--- src/rtl/i281_dump_pkg.sv ---
// Shared constants and encodings for the i281 data-memory dump transmitter.
package i281_dump_pkg;

  typedef enum logic [1:0] {
    IDLE  = 2'd0,
    START = 2'd1,
    DATA  = 2'd2,
    STOP  = 2'd3
  } tx_state_t;

  localparam logic [4:0] LAST_BYTE_INDEX = 5'd17;
  localparam int         DATA_BYTES      = 16;
  localparam logic [7:0] DEFAULT_HEADER  = 8'hA5;

endpackage

--- src/rtl/uart_tx_byte.sv ---
// UART 8N1 byte serialiser: baud counter plus bit-level FSM, tx registered.
module uart_tx_byte
  import i281_dump_pkg::*;
#(
  parameter int CLKS_PER_BIT = 434
) (
  input  logic       clock,
  input  logic       reset,
  input  logic [7:0] data,
  input  logic       valid,
  output logic       ready,
  output logic       tx
);

  localparam int             BW        = $clog2(CLKS_PER_BIT);
  localparam logic [BW-1:0]  BAUD_LAST = BW'(CLKS_PER_BIT - 1);

  tx_state_t     state;
  logic [BW-1:0] baud;
  logic [2:0]    bit_cnt;
  logic [7:0]    shift;
  logic          bit_end;

  assign bit_end = (baud == BAUD_LAST);
  // Ready also covers the final stop-bit cycle so consecutive bytes run gapless.
  assign ready   = (state == IDLE) || ((state == STOP) && bit_end);

  always_ff @(posedge clock) begin
    if (reset) begin
      state   <= IDLE;
      baud    <= '0;
      bit_cnt <= '0;
      shift   <= '0;
      tx      <= 1'b1;
    end else if (valid && ready) begin
      state   <= START;
      baud    <= '0;
      bit_cnt <= '0;
      shift   <= data;
      tx      <= 1'b0;
    end else begin
      case (state)
        IDLE: begin
          baud <= '0;
          tx   <= 1'b1;
        end
        START: begin
          if (bit_end) begin
            baud    <= '0;
            bit_cnt <= '0;
            state   <= DATA;
            tx      <= shift[0];
          end else begin
            baud <= baud + 1'b1;
          end
        end
        DATA: begin
          if (bit_end) begin
            baud <= '0;
            if (bit_cnt == 3'd7) begin
              state <= STOP;
              tx    <= 1'b1;
            end else begin
              bit_cnt <= bit_cnt + 1'b1;
              shift   <= {1'b0, shift[7:1]};
              tx      <= shift[1];
            end
          end else begin
            baud <= baud + 1'b1;
          end
        end
        STOP: begin
          if (bit_end) begin
            baud  <= '0;
            state <= IDLE;
            tx    <= 1'b1;
          end else begin
            baud <= baud + 1'b1;
          end
        end
        default: state <= IDLE;
      endcase
    end
  end

endmodule

--- src/rtl/datamem_dump_tx.sv ---
// Snapshots the 16 data-memory bytes and sends them as one framed UART burst:
// header, 16 data bytes, then an 8-bit additive checksum of the snapshot.
module datamem_dump_tx
  import i281_dump_pkg::*;
#(
  parameter int         CLKS_PER_BIT = 434,
  parameter logic [7:0] HEADER       = DEFAULT_HEADER
) (
  input  logic       clock,
  input  logic       reset,
  input  logic       start,
  input  logic [7:0] datamem0,
  input  logic [7:0] datamem1,
  input  logic [7:0] datamem2,
  input  logic [7:0] datamem3,
  input  logic [7:0] datamem4,
  input  logic [7:0] datamem5,
  input  logic [7:0] datamem6,
  input  logic [7:0] datamem7,
  input  logic [7:0] datamem8,
  input  logic [7:0] datamem9,
  input  logic [7:0] datamem10,
  input  logic [7:0] datamem11,
  input  logic [7:0] datamem12,
  input  logic [7:0] datamem13,
  input  logic [7:0] datamem14,
  input  logic [7:0] datamem15,
  output logic       tx,
  output logic       busy,
  output logic       done,
  output logic [4:0] byte_index
);

  logic [7:0] live   [DATA_BYTES];
  logic [7:0] shadow [DATA_BYTES];
  logic       active;
  logic [7:0] checksum;
  logic [4:0] sel;
  logic [3:0] shadow_idx;
  logic [7:0] tx_data;
  logic       valid;
  logic       ready;
  logic       accept;
  logic       capture;

  assign live[0]  = datamem0;
  assign live[1]  = datamem1;
  assign live[2]  = datamem2;
  assign live[3]  = datamem3;
  assign live[4]  = datamem4;
  assign live[5]  = datamem5;
  assign live[6]  = datamem6;
  assign live[7]  = datamem7;
  assign live[8]  = datamem8;
  assign live[9]  = datamem9;
  assign live[10] = datamem10;
  assign live[11] = datamem11;
  assign live[12] = datamem12;
  assign live[13] = datamem13;
  assign live[14] = datamem14;
  assign live[15] = datamem15;

  // While active the serialiser is always fed the byte after the current one.
  always_comb begin
    sel        = active ? (byte_index + 5'd1) : 5'd0;
    shadow_idx = 4'(sel - 5'd1);
    tx_data    = checksum;
    if (sel == 5'd0) begin
      tx_data = HEADER;
    end else if (sel <= 5'd16) begin
      tx_data = shadow[shadow_idx];
    end
    valid = active ? (byte_index < LAST_BYTE_INDEX) : start;
  end

  assign accept  = valid && ready;
  assign capture = !active && accept;
  assign busy    = active;

  generate
    for (genvar gi = 0; gi < DATA_BYTES; gi++) begin : g_shadow
      always_ff @(posedge clock) begin
        if (capture) begin
          shadow[gi] <= live[gi];
        end
      end
    end
  endgenerate

  always_ff @(posedge clock) begin
    if (reset) begin
      active     <= 1'b0;
      done       <= 1'b0;
      byte_index <= '0;
      checksum   <= '0;
    end else begin
      done <= 1'b0;
      if (!active) begin
        if (accept) begin
          active     <= 1'b1;
          byte_index <= '0;
          checksum   <= '0;
        end
      end else if (accept) begin
        byte_index <= sel;
        if (sel <= 5'd16) begin
          checksum <= checksum + shadow[shadow_idx];
        end
      end else if (ready) begin
        // Final stop bit of the checksum byte has just completed.
        active     <= 1'b0;
        done       <= 1'b1;
        byte_index <= '0;
      end
    end
  end

  uart_tx_byte #(
    .CLKS_PER_BIT(CLKS_PER_BIT)
  ) u_uart (
    .clock(clock),
    .reset(reset),
    .data (tx_data),
    .valid(valid),
    .ready(ready),
    .tx   (tx)
  );

endmodule

--- config.mk ---
export PLATFORM = sky130hd
export DESIGN_NAME = datamem_dump_tx
export DESIGN_NICKNAME = d
export VERILOG_FILES = /design/src/rtl/i281_dump_pkg.sv /design/src/rtl/uart_tx_byte.sv /design/src/rtl/datamem_dump_tx.sv
export SDC_FILE = /design/constraint.sdc
export NUM_CORES = 1
export LEC_CHECK = 0
export ABC_CLOCK_PERIOD_IN_PS = 7100
export CAP_MARGIN = 30
export CORE_MARGIN = 3
export CORE_UTILIZATION = 31
export CTS_CLUSTER_DIAMETER = 100
export DETAILED_ROUTE_END_ITERATION = 6
export PLACE_DENSITY_LB_ADDON = 0.1
export SYNTH_ARGS = -nofsm -noshare
export SYNTH_HDL_FRONTEND = slang
export SYNTH_SLANG_ARGS = --single-unit
--- constraint.sdc ---
create_clock -name clock -period 7.1 [get_ports clock]
set_input_delay 0.71 -clock clock [delete_from_list [all_inputs] [get_ports clock]]
set_output_delay 0.71 -clock clock [all_outputs]
set_load 0.01 [all_outputs]
==> summary by stage, run 1 <==
Timing
The number of failing hold endpoints at the final stage is 0. The max-slew violation total from the final report was 0. Setup violations remaining at the end of the flow were counted as 0. Setup repair after global routing left no endpoint under its margin. The normalized max-slew margin is 48.8%.

The maximum clock frequency is 216 MHz. The final setup TNS is 0 ps. After layout, the minimum clock period comes to 4640 ps.

Final hold analysis gives a worst-case slack of 464 ps. The worst setup skew after layout is 11.7 ps. At the pin with the least slew margin, the transition time is 768 ps. The worst path uses 65.3% of the clock period.

Floorplan
The area of the die is 25,900 um^2. The x dimension of the die is 161 um. For this configuration, the core starts out at a cell density of 31.6%.

The number of primary I/O pins is 139. The die is 161 um tall. In this run the core area contains 56 standard-cell rows. The core region is 23,500 um^2.

Setup path
The critical path is of the reg2reg type. The minimum setup slack among reg-to-reg paths is 2460 ps. On the worst path, the slowest cell contributes a delay of 570 ps. The launching element type of the critical path is a flip-flop. The signal on the critical path passes through buf_4, nor2b_4, inv_1, ha_1, inv_1, buf_4, mux4_2, mux2i_1, mux2i_1, ha_1, nand3_1, o211ai_1, o21a_1, o21a_1, nor2_1, or3_1, a21o_1, a31oi_1.

The worst setup path is captured at a flip-flop. In this run the critical register-to-register path is launched from busy. Tracing the worst setup path back leads to its startpoint at busy. Along the worst path, the maximum fanout reaches 34.

The arrival time reported for the critical path endpoint is 4980 ps. For the worst setup path, the data required time is 7450 ps. For this design, the slowest cell found on the critical path is sky130_fd_sc_hd__inv_1.

Power and ir drop
The peak ir drop on the vdd network is 0.155 mV. In this run the static leakage power is 3.38 nW. Total power for the finished layout comes to 3.10 mW.

The total power divided by cell area is 318 nW/um^2.

Global route
Entering global routing, the biggest net connects 66 pins. The global routing usage on met2 is 20.7%. The met1 usage in global routing is 18.3%. The first global-routing pass estimated 27,000 um of wire. For this run, the total global-route usage over all layers was measured as 13.3%. The layer flagged by global routing as most heavily used is met2. After global routing the overflow that remains totals 0. The number of antenna violations at the first check in global routing is 1. The via count of the first global-routing pass is 5,007. In the global route stage, met3 resource usage came out at 4.15%.

Routing
The wire length per cell is 16.9 um. Detailed routing inserted a total of 4,698 vias. The number of detailed-routing iterations run before antenna repair is 5.

The remaining routing DRC violations is 0. The routed wire length is 16,600 um. The number of DRC violations after detailed-routing iteration 0 is 244. The detail route stage leaves a number of antenna-violating nets equal to 0. The via count normalized by instance count is 4.78.

Synthesis
Counting flops with a built-in enable in the synthesized netlist gives 128. The share of synthesized cell area in and, or, nand and nor gates is 7.54%. The synthesized design contains 166 register bits. Ranked by total cell area, the synthesized netlist is headed by sky130_fd_sc_hd__edfxtp_1 52%, sky130_fd_sc_hd__dfxtp_1 10%, sky130_fd_sc_hd__mux4_2 8.5%, sky130_fd_sc_hd__mux2i_1 4.0%, sky130_fd_sc_hd__ha_1 3.5%. The fraction of the yosys area taken by sequential cells is 61.8%. After synthesis, the share of flip-flops with an asynchronous set or reset is 0%. The biggest area contributor in the post-synthesis netlist is sky130_fd_sc_hd__edfxtp_1.

The netlist uses 61 different library cells. Each instance of the synthesized netlist takes up on average 14.6 um^2. Measured against the total synthesized area, the mux share comes to 13.1%.

The arithmetic-cell share of the synthesized area counting full adders, half adders and majority gates is 3.80%. The number of nets produced by synthesis is 663. Synthesis produced a netlist whose cell count is 510. The most used flip-flop cell after synthesis is sky130_fd_sc_hd__edfxtp_1. For this run, the number of Yosys warnings is 0. The main combinational cell family by area after synthesis is multiplexers. The synthesized design devotes to its leading area cell type 51.6% of total area. The cell area that synthesis handed to floorplanning was 7450 um^2. Of the total synthesized cell area, the portion taken by XOR and XNOR cells is 2.33%.

Summing the areas of all compound-gate instances in the mapped netlist gives 8.45% of the synthesized area.

Final layout
The area used by sequential logic in the layout is 4600 um^2. The number of fillers in the final layout is 2,198. The final net count is 805. The synthesis-to-layout area growth is 30.8%. The fraction of final layout cells with drive strength greater than 1 is 12.4%. 0 antenna diodes ended up in the layout. Summing all multi-input logic gate instances after layout gives 2640 um^2.

Clocking
The clock tree from TritonCTS is yes. The number of buffers inserted by hold repair at cts is 0. The maximum count of clock buffers along a single path is 2. The clock reaches the later pin of the worst-skew pair after 420 ps. The H-tree depth is 4. After clock tree synthesis, the setup repair step added 0 buffers.

The number of buffers inserted during clock tree synthesis is 17. After clock tree synthesis, the repair step resized 0 gates. The cell sitting at the root of the clock tree is a sky130_fd_sc_hd__clkbuf_16. After clock tree synthesis, the clock-pin slew on the worst setup and hold paths is 60 ps. The count of clock tree sinks is 166.

Placement
The final HPWL from detailed placement is 12,100 um. The placer congestion estimate is 0.823. The count of buffers added on input and output ports is 138.

Hold path
The worst hold path begins at u_uart.baud[0]. The tightest min-delay check is of the reg2reg type.

Job
The number of maximum-capacitance violations is 0.

Outcome
The flow ran to the end, and the final reports show no timing, DRC or antenna violations.
==> synth_stat cells, types with 2 or more instances <==
library cell and count:
sky130_fd_sc_hd__ha_1 21, sky130_fd_sc_hd__a221oi_1 5, sky130_fd_sc_hd__a21o_1 3, sky130_fd_sc_hd__or3_1 3, sky130_fd_sc_hd__inv_1 12, sky130_fd_sc_hd__nor3_1 15, sky130_fd_sc_hd__nand2b_1 2, sky130_fd_sc_hd__edfxtp_1 128
sky130_fd_sc_hd__xnor2_1 8, sky130_fd_sc_hd__mux2i_1 30, sky130_fd_sc_hd__nor2_1 31, sky130_fd_sc_hd__a31oi_1 8, sky130_fd_sc_hd__a211oi_1 9, sky130_fd_sc_hd__clkbuf_8 5, sky130_fd_sc_hd__and2_1 2, sky130_fd_sc_hd__o211ai_1 2
sky130_fd_sc_hd__nor2b_1 4, sky130_fd_sc_hd__o21ai_0 22, sky130_fd_sc_hd__a31o_2 2, sky130_fd_sc_hd__or4_1 2, sky130_fd_sc_hd__dfxtp_1 38, sky130_fd_sc_hd__o221ai_1 2, sky130_fd_sc_hd__a21oi_1 25, sky130_fd_sc_hd__and3_1 5
sky130_fd_sc_hd__mux4_2 28, sky130_fd_sc_hd__o221a_2 2, sky130_fd_sc_hd__buf_6 4, sky130_fd_sc_hd__mux2_2 4, sky130_fd_sc_hd__xor2_1 5, sky130_fd_sc_hd__clkbuf_1 8, sky130_fd_sc_hd__and3_2 3, sky130_fd_sc_hd__buf_2 4
sky130_fd_sc_hd__nand3_1 20, sky130_fd_sc_hd__o21a_1 2, sky130_fd_sc_hd__nand2_1 20
==> critical path, delay by kind of cell (launching register included) <==
family | cells | cell delay, ps
simple gates | 4 | 730
fa+ha+maj | 2 | 710
compound gates | 5 | 820
mux | 3 | 610
buf+inv | 4 | 1370
flops | 1 | 310
==> state kept, by name (all words and copies together), names as in the netlist <==
signal,count
shadow,128
u_uart.baud,9
checksum,8
u_uart.shift,8
byte_index,5
u_uart.bit_cnt,3
u_uart.state,2
busy,1
done,1
u_uart.tx,1
==> layout make-up <==
class | count | area share (%)
sequential | 166 | 47.3
multi-input combinational | 309 | 27.1
timing repair buffer | 146 | 15.1
clock buffer | 19 | 4.44
tap | 319 | 4.10
clock inverter | 11 | 1.57
inverter | 12 | 0.462
==> cells by family (layout without fill, tap and decap cells) <==
logic type | Yosys count | after routing
buffers and inverters | 35 | 188
xor gates and xnor gates | 16 | 16
DFF | 166 | 166
muxes | 62 | 62
adders and majority gates | 22 | 22
and+or+nand+nor | 113 | 113
AOI/OAI and AO/OA | 96 | 96
==> metal layers <==
metal / routed length (um) / vias to the layer above
li1: - / 2283
met1: 7660 / 2269
met2: 7780 / 133
met3: 983 / 11
met4: 152 / 2
met5: 13 / -
==> final timing paths <==
kind,to,cells after the start
hold / removal,u_uart.baud[0],1
setup reg to reg,checksum[7],18
hold reg to reg,u_uart.baud[0],1
setup / recovery,checksum[7],18
==> power breakdown <==
group          total [mW]  leakage, nW  switching [mW]  internal, mW
Clock               0.936        0.283           0.383         0.553
Sequential           1.32         1.51          0.0622          1.25
Combinational       0.848         1.58           0.459         0.389
Total                3.10         3.38           0.904          2.20
==> cells in the final DEF (no fill, tap or decap), drive strengths merged, types with 6 or more instances in the layout <==
| cell | instances |
|---|---|
| a211oi | 9 |
| buf | 8 |
| mux2i | 30 |
| mux4 | 28 |
| a31oi | 8 |
| inv | 14 |
| xnor2 | 10 |
| nor3 | 16 |
| and3 | 9 |
| nor2 | 31 |
| xor2 | 6 |
| nand2 | 20 |
| o21ai | 23 |
| dfxtp | 38 |
| clkbuf | 19 |
| a221oi | 6 |
| nand3 | 20 |
| clkdlybuf4s50 | 138 |
| a21oi | 25 |
| ha | 21 |
| edfxtp | 128 |
==> per-stage QoR <==
stage          cell area [um^2]  setup slack (ps)  instances  utilization, %
2_1_floorplan              7450               147        510               -
3_3_place_gp               9110              2440        950            38.7
3_5_place_dp               9160              2420        952            38.9
4_1_cts                    9740              2380        982            41.4
5_1_grt                    9740              2020        982            41.4
6_report                   9740              2460        982            41.4
Note: power is estimated with default switching activity, not from simulation.
==> run 2: changes to the inputs <==
Settings changed: ABC_CLOCK_PERIOD_IN_PS 7100 to 3700.
Clock period 7.1 ns to 3.7 ns, I/O delays scaled along.
==> run 2 against run 1 <==
- worst setup slack worse by 2300 ps
- global-route usage grew 0.53 points
- final cell count increased by 3.5%
- maximum frequency grew 31%
- worst hold slack improved by 9.6 ps
- sequential power up 92%
- clock-buffer cell count shrank 2
- sequential share of layout area fell by 1.7 points
- die area did not move
- total power up 100%
- non-clock buffer count is 32 higher
==> summary by stage, run 2 (synthesized netlist as in run 1, its figures left out) <==
Power and ir drop
The sequential share of power is 40.8%. In this run switching power makes up 30.7% of total power. Cell internal power was estimated by the tool at 4.30 mW. The switching power is 1.91 mW. Total power for the finished layout comes to 6.21 mW.

Combinational logic is responsible for 30.5% of the overall power. For this design the static power due to leakage is 3.57 nW. The part of the total power dissipated in the clock network is 28.6%. Across the VDD grid, the largest voltage drop is 0.269 mV.

In this run the power density over the cells is 614 nW/um^2.

Setup path
The minimum setup slack among reg-to-reg paths is 150 ps. The maximum single-stage delay on the critical path is 370 ps. The cell class contributing the biggest share of worst-path delay is adder cells. The launching element type of the critical path is a flip-flop. The critical path class is reg2reg. Together, buffers and inverters on the worst path number 3. The signal on the critical path passes through ha_4, nand2_4, ha_4, inv_4, buf_6, buf_12, mux4_2, mux2i_1, mux2i_2, ha_1, nand3_1, o211ai_1, o21a_1, o21a_1, nor2_1, or3_1, a21o_1, a31oi_1. The critical path capture point type is a flip-flop. For the worst setup path, the data required time is 4050 ps.

The largest individual stage delay along the critical path comes from the cell sky130_fd_sc_hd__dfxtp_4. The arrival time reported for the critical path endpoint is 3900 ps. The critical-path maximum fanout is 7.

Timing
Setup repair after global routing could not meet its margin everywhere. The max-slew violation total from the final report is 0. The final setup slack of the worst path is 152 ps. The pin slew with the least headroom to its limit is 851 ps. For the final database, setup skew stands at 17.7 ps. The maximum clock frequency is 282 MHz. The count of final setup violators is 0. The period utilization is 95.9%. In this run the tightest slew margin relative to its limit is 43.3%.

The worst path in the final design needs a cycle of 3550 ps, including I/O delays and setup. For the final routed database, the setup TNS stands at 0 ps. The number of failing hold endpoints at the final stage is 0.

Clocking
The number of hold buffers added after CTS was 0. The maximum count of clock buffers along a single path is 2. The number of buffers inserted during clock tree synthesis is 17. CTS saw 166 sinks. The clock-pin transition on the worst setup and hold timing paths is 70 ps. Clock tree synthesis selected as its root buffer the cell sky130_fd_sc_hd__clkbuf_16. The clock tree from TritonCTS is yes. The H-tree depth is 4.

The clock latency reported for the late side of the worst-skew pair is 430 ps.

Floorplan
Measured along the x axis, the die boundary spans 161 um. The core region area is 23,500 um^2. The area of the die is 25,900 um^2. The vertical die dimension is 161 um. The floorplan has 56 rows. In this run the count of I/O pins placed on the die edge is 139.

The initial cell density of the core is 31.6%.

Routing
The number of detailed-routing iterations run before antenna repair is 4. The remaining routing DRC violations is 0. In the final routed layout, each cell accounts on average for 17.4 um. Across all layers, the routed design uses 4,791 vias.

For this block, the initial DRC count from the detailed router was 282. The number of nets still failing antenna checks after routing is 0. For this block, the routed nets add up to 17,700 um of wire.

The via count normalized by instance count is 4.72.

Global route
The global router's overall resource usage is 13.8%. Entering global routing, the biggest net connects 70 pins. Summed over all layers, the global routing overflow is 0.

The global-route wire length before repair is 27,800 um. The number of antenna violations at the first check in global routing is 0. The via count of the first global-routing pass is 5,219.

Placement
The post-place instance area is 9350 um^2. Input and output buffers added on the ports amount to 138. Timing analysis after detailed placement gives a worst setup slack of -49.5 ps.

The HPWL after detailed placement is 12,600 um. The placer congestion estimate is 0.809.

Final layout
The largest register by flop count is shadow. The fraction of final layout cells with drive strength greater than 1 is 18.7%. The register with the most flip-flops in the layout has 128 of them. The core utilization of the finished layout is 42.9%. The synthesis-to-layout area growth is 35.7%. The largest registers in the layout are shadow (128), u_uart.baud (9). After routing the design area is 10,100 um^2. The most common library cell in the layout ignoring fill and taps is sky130_fd_sc_hd__clkdlybuf4s50_1. The number of antenna diodes is 0. The final net count is 837. In the layout the commonest cells are 138 x sky130_fd_sc_hd__clkdlybuf4s50_1, 128 x sky130_fd_sc_hd__edfxtp_1, 36 x sky130_fd_sc_hd__dfxtp_1.

Hold path
The worst min-delay path category is reg2reg.

Outcome
The run finished with clean final reports.

Job
The number of maximum-capacitance violations is 0.
## run 2: cell count changes in the layout (fill, tap and decap cells not counted), moves of 3 or more
cell                      previous run  this run
sky130_fd_sc_hd__inv_8               1         5
sky130_fd_sc_hd__buf_12              0         4
sky130_fd_sc_hd__ha_1               21        18
sky130_fd_sc_hd__mux2i_2             0         4
sky130_fd_sc_hd__buf_4               6        30
sky130_fd_sc_hd__mux2i_1            30        26
sky130_fd_sc_hd__inv_6               1         4
sky130_fd_sc_hd__buf_6               0         4
## run 2: worst register-to-register path, delay by kind of cell, from the launching register on
kind | cells | cell delay [ps]
adders and majority gates | 3 | 880
buffers and inverters | 3 | 290
DFF | 1 | 370
and+or+nand+nor | 4 | 500
AOI/OAI and AO/OA | 5 | 840
muxes | 3 | 600
## run 2: worst paths after layout
path / start / endpoint / cells after the start
worst min register to register: checksum[2] / checksum[2] / 2
worst max register to register: byte_index[0] / checksum[7] / 18
worst min-delay path: checksum[2] / checksum[2] / 2
worst max-delay path: byte_index[0] / checksum[7] / 18
## run 2: repair_timing
item | 4_1_cts | 5_1_grt
gates cloned | 0 | 1
buffers inserted | 0 | 8
endpoints found under the setup margin | 1 | 2
pin swaps | 0 | 15
resized for setup | 2 | 22
## run 2: per-stage QoR
| step | std cells | hold slack, ps |
|---|---|---|
| final | 1016 | 473 |
| after global routing | 1016 | 473 |
| after CTS | 1007 | 474 |
| after detailed placement | 975 | 466 |
| after global placement | 975 | 444 |
| after floorplan | 510 | 429 |
## run 2: layout make-up
class                   count  area [um^2]
fillers                  2166        13400
flip-flops and latches    166         4610
multi-input cells         309         2700
repair buffers            178         1770
clock buffers              17          425
well taps                 319          399
clock inverters            15          159
inverters                  12         47.5
## run 2: power by group through the flow
| stage | clock [mW] | sequential (mW) | combinational [mW] |
|---|---|---|---|
| CTS | 1.82 | 2.54 | 1.80 |
| global route | 1.89 | 2.57 | 2.09 |
| finish | 1.78 | 2.53 | 1.89 |
| detailed placement | 0 | 2.58 | 1.78 |
| floorplan | 0 | 2.55 | 1.18 |
| global placement | 0 | 2.57 | 1.74 |
## run 2: metal layers
metal | vias up | global-route usage [%] | wire length (um)
met3 | 11 | 3.41 | 607
met4 | 0 | 3.91 | 181
met2 | 105 | 23.6 | 8870
met1 | 2329 | 17.7 | 7990
met5 | - | 0 | 0
li1 | 2346 | - | -
==> edit: new RTL, config.mk and constraints of run 2 <==
Put one more register stage on the output `byte_index`. The value now appears one clock later. The other outputs are not delayed to match.
--- a/src/rtl/datamem_dump_tx.sv
+++ b/src/rtl/datamem_dump_tx.sv
@@ -32,4 +32,6 @@
 );
 
+  logic [4:0] byte_index_s0;
+
   logic [7:0] live   [DATA_BYTES];
   logic [7:0] shadow [DATA_BYTES];
@@ -63,5 +65,5 @@
   // While active the serialiser is always fed the byte after the current one.
   always_comb begin
-    sel        = active ? (byte_index + 5'd1) : 5'd0;
+    sel        = active ? (byte_index_s0 + 5'd1) : 5'd0;
     shadow_idx = 4'(sel - 5'd1);
     tx_data    = checksum;
@@ -71,5 +73,5 @@
       tx_data = shadow[shadow_idx];
     end
-    valid = active ? (byte_index < LAST_BYTE_INDEX) : start;
+    valid = active ? (byte_index_s0 < LAST_BYTE_INDEX) : start;
   end
 
@@ -92,5 +94,5 @@
       active     <= 1'b0;
       done       <= 1'b0;
-      byte_index <= '0;
+      byte_index_s0 <= '0;
       checksum   <= '0;
     end else begin
@@ -99,9 +101,9 @@
         if (accept) begin
           active     <= 1'b1;
-          byte_index <= '0;
+          byte_index_s0 <= '0;
           checksum   <= '0;
         end
       end else if (accept) begin
-        byte_index <= sel;
+        byte_index_s0 <= sel;
         if (sel <= 5'd16) begin
           checksum <= checksum + shadow[shadow_idx];
@@ -111,5 +113,5 @@
         active     <= 1'b0;
         done       <= 1'b1;
-        byte_index <= '0;
+        byte_index_s0 <= '0;
       end
     end
@@ -127,4 +129,8 @@
   );
 
+  always_ff @(posedge clock) begin
+    byte_index <= byte_index_s0;
+  end
+
 endmodule
 
Check against the original RTL: no difference found for any inputs over 10 cycles, from zero or initial values and one cycle with reset high; that may be too few to reach the edited logic, so the function may still have changed.
==> edit against run 2 <==
- the run now ends with negative setup slack left
- synthesized area is 2.4% lower
- core utilization increased by 1.4 points
- wire length down 8.5%
- clock power is 4% lower
- non-clock buffer count fell by 1
- first-iteration DRC count is 3.2% higher
- clock skew decreased by 0.0062 ns
- final area increased by 0.28%
- worst setup slack got worse by 0.19 ns
- sequential cell count increased by 5
- power is 1.0% higher
- largest power group unchanged
- combinational power grew 4%
==> edit: results (changes against run 2) <==
Critical path
  • Peak fanout along the critical path: 8 (was 7)
  • Worst R2R Path Depth: 17 (was 18)
  • CP peak stage delay: 0.52 ns (was 0.37 ns)
  • Top delay family on crit path: multiplexers (was adder cells)
  • CP max stage cell: mux4_2 (was dfxtp_4)
  • CP Data Arrival Time: 4.08 ns (was 3.90 ns)

Outcome
  • Failing checks: negative setup slack
  • Status: complete, but fails checks (was complete, no violations)

Finish
  • Layout fillers: 2101 (was 2166)
  • Layout cells sized above 1: 19.2% (was 18.7%)
  • N_diodes: 0 (unchanged)
  • # nets final: 802 (was 837)

Drt
  • Final ANT Viol Nets: 0 (unchanged)
  • DRT Wirelength: 16.1 mm (was 17.7 mm)
  • Vias: 4526 (was 4791)
  • Detailed Routing Iterations Pass 1: 4 (unchanged)
  • Vias per std cell: 4.65 (was 4.72)
  • Initial DRC Count: 291 (was 282)

Clock tree
  • Post-CTS Setup Repair Bufs: 6 (was 0)
  • CTS max path bufs: 2 (unchanged)
  • H-tree level count: 4 (unchanged)
  • Clock Latency Late Sink: 0.43 ns (about the same)
  • Worst-path clk slew: 0.07 ns (about the same)
  • Clock root buffer: clkbuf_16 (unchanged)
  • Cts hold-fix bufs: 0 (unchanged)
  • Post-cts repair resize count: 15 (was 2)

Placement
  • # port buffers: 138 (unchanged)
  • RePlAce Congestion: 0.781 (was 0.809)
  • Dpl ws: -0.116 ns (was -0.0495 ns)
  • DP HPWL: 11.5 mm (was 12.6 mm)
  • Placed cell count: 933 (was 975)

STA
  • Fin worst setup slack: -0.0348 ns (was 0.152 ns)
  • Setup violations, final: 1 (was 0)
  • Final TNS setup: -0.0348 ns (was 0 ns)
  • Worst Skew: 0.0115 ns (was 0.0177 ns)
  • Slew margin rel.: 47.6% (was 43.3%)

Global routing
  • Initial antenna violation count: 0 (unchanged)
  • Gr usage total: 12.8% (was 13.8%)
  • Vias in the first global route: 4850 (was 5219)
  • Pin count of the biggest net entering global routing: 129 (was 70)
  • Global-route wire length before repair: 25.4 mm (was 27.8 mm)

Synth
  • Syn Nets: 621 (was 663)
  • Seq/Total Area, Yosys: 64.7% (was 61.8%)
  • Netlist cell types: 55 (was 61)
  • Top cells by count, synth: edfxtp_1, dfxtp_1, nor2_1 (unchanged)
  • Ranking of synthesized cells by area: edfxtp_1, dfxtp_1, mux4_2 (unchanged)
  • Avg Synthesized Cell Area: 15.5 sq um (was 14.6 sq um)
  • Asr flop ratio synth: 0% (unchanged)
  • Post-synth EDFFs: 128 (unchanged)

Power
  • Maximum vdd drop: 305 uV (was 269 uV)
  • P_leak: 3.54 nW (was 3.57 nW)

Min path
  • Hold path depth: 0 (was 2)
  • Worst hold path type: register to register (unchanged)
==> edit: area by class of cell <==
class                      instances  area [sq um]  share of cell area (%)
clock buffer                      17           425                    4.20
clock inverter                    13           133                    1.31
inverter                          16          70.1                   0.691
multi-input combinational        266          2560                    25.3
sequential                       171          4710                    46.5
tap                              313           392                    3.86
timing repair buffer             177          1840                    18.2
==> edit: report_power, final <==
group | leakage (nW) | switching (W) | internal (W) | total (W)
Combinational | 1.71 | 0.000943 | 0.00101 | 0.00196
Clock | 0.272 | 0.000776 | 0.000939 | 0.00171
Sequential | 1.56 | 0.000120 | 0.00248 | 0.00260
Total | 3.54 | 0.00184 | 0.00443 | 0.00627
==> edit: metal layers <==
metal | up-vias | track usage, % | wire length [um]
met4 | 0 | 3.62 | 180
li1 | 2182 | - | -
met3 | 11 | 3.85 | 731
met5 | - | 0 | 0
met1 | 2213 | 16.8 | 7340
met2 | 120 | 20.8 | 7890
==> edit: logic make-up after synthesis <==
| logic type | count (synthesis) | share of synthesized area, % |
|---|---|---|
| xor+xnor | 15 | 2.06 |
| simple gates | 115 | 7.54 |
| fa+ha+maj | 22 | 3.89 |
| compound gates | 54 | 5.02 |
| flops | 171 | 64.7 |
| buf+inv | 31 | 1.72 |
| mux | 60 | 15.1 |
==> edit: final timing paths <==
check                   startpoint       endpoint  slack [ns]
hold / removal    byte_index_s0[4]  byte_index[4]        0.42
setup reg to reg  byte_index_s0[0]    checksum[7]       -0.03
setup / recovery  byte_index_s0[0]    checksum[7]       -0.03
hold reg to reg   byte_index_s0[4]  byte_index[4]        0.42
==> edit: metrics by stage <==
stage | area, sq um | util (%)
final | 10100 | 44.4
after global routing | 10100 | 44.4
after CTS | 10100 | 44.1
after detailed placement | 9370 | 41.0
after global placement | 9370 | 41.0
after floorplan | 7410 | -
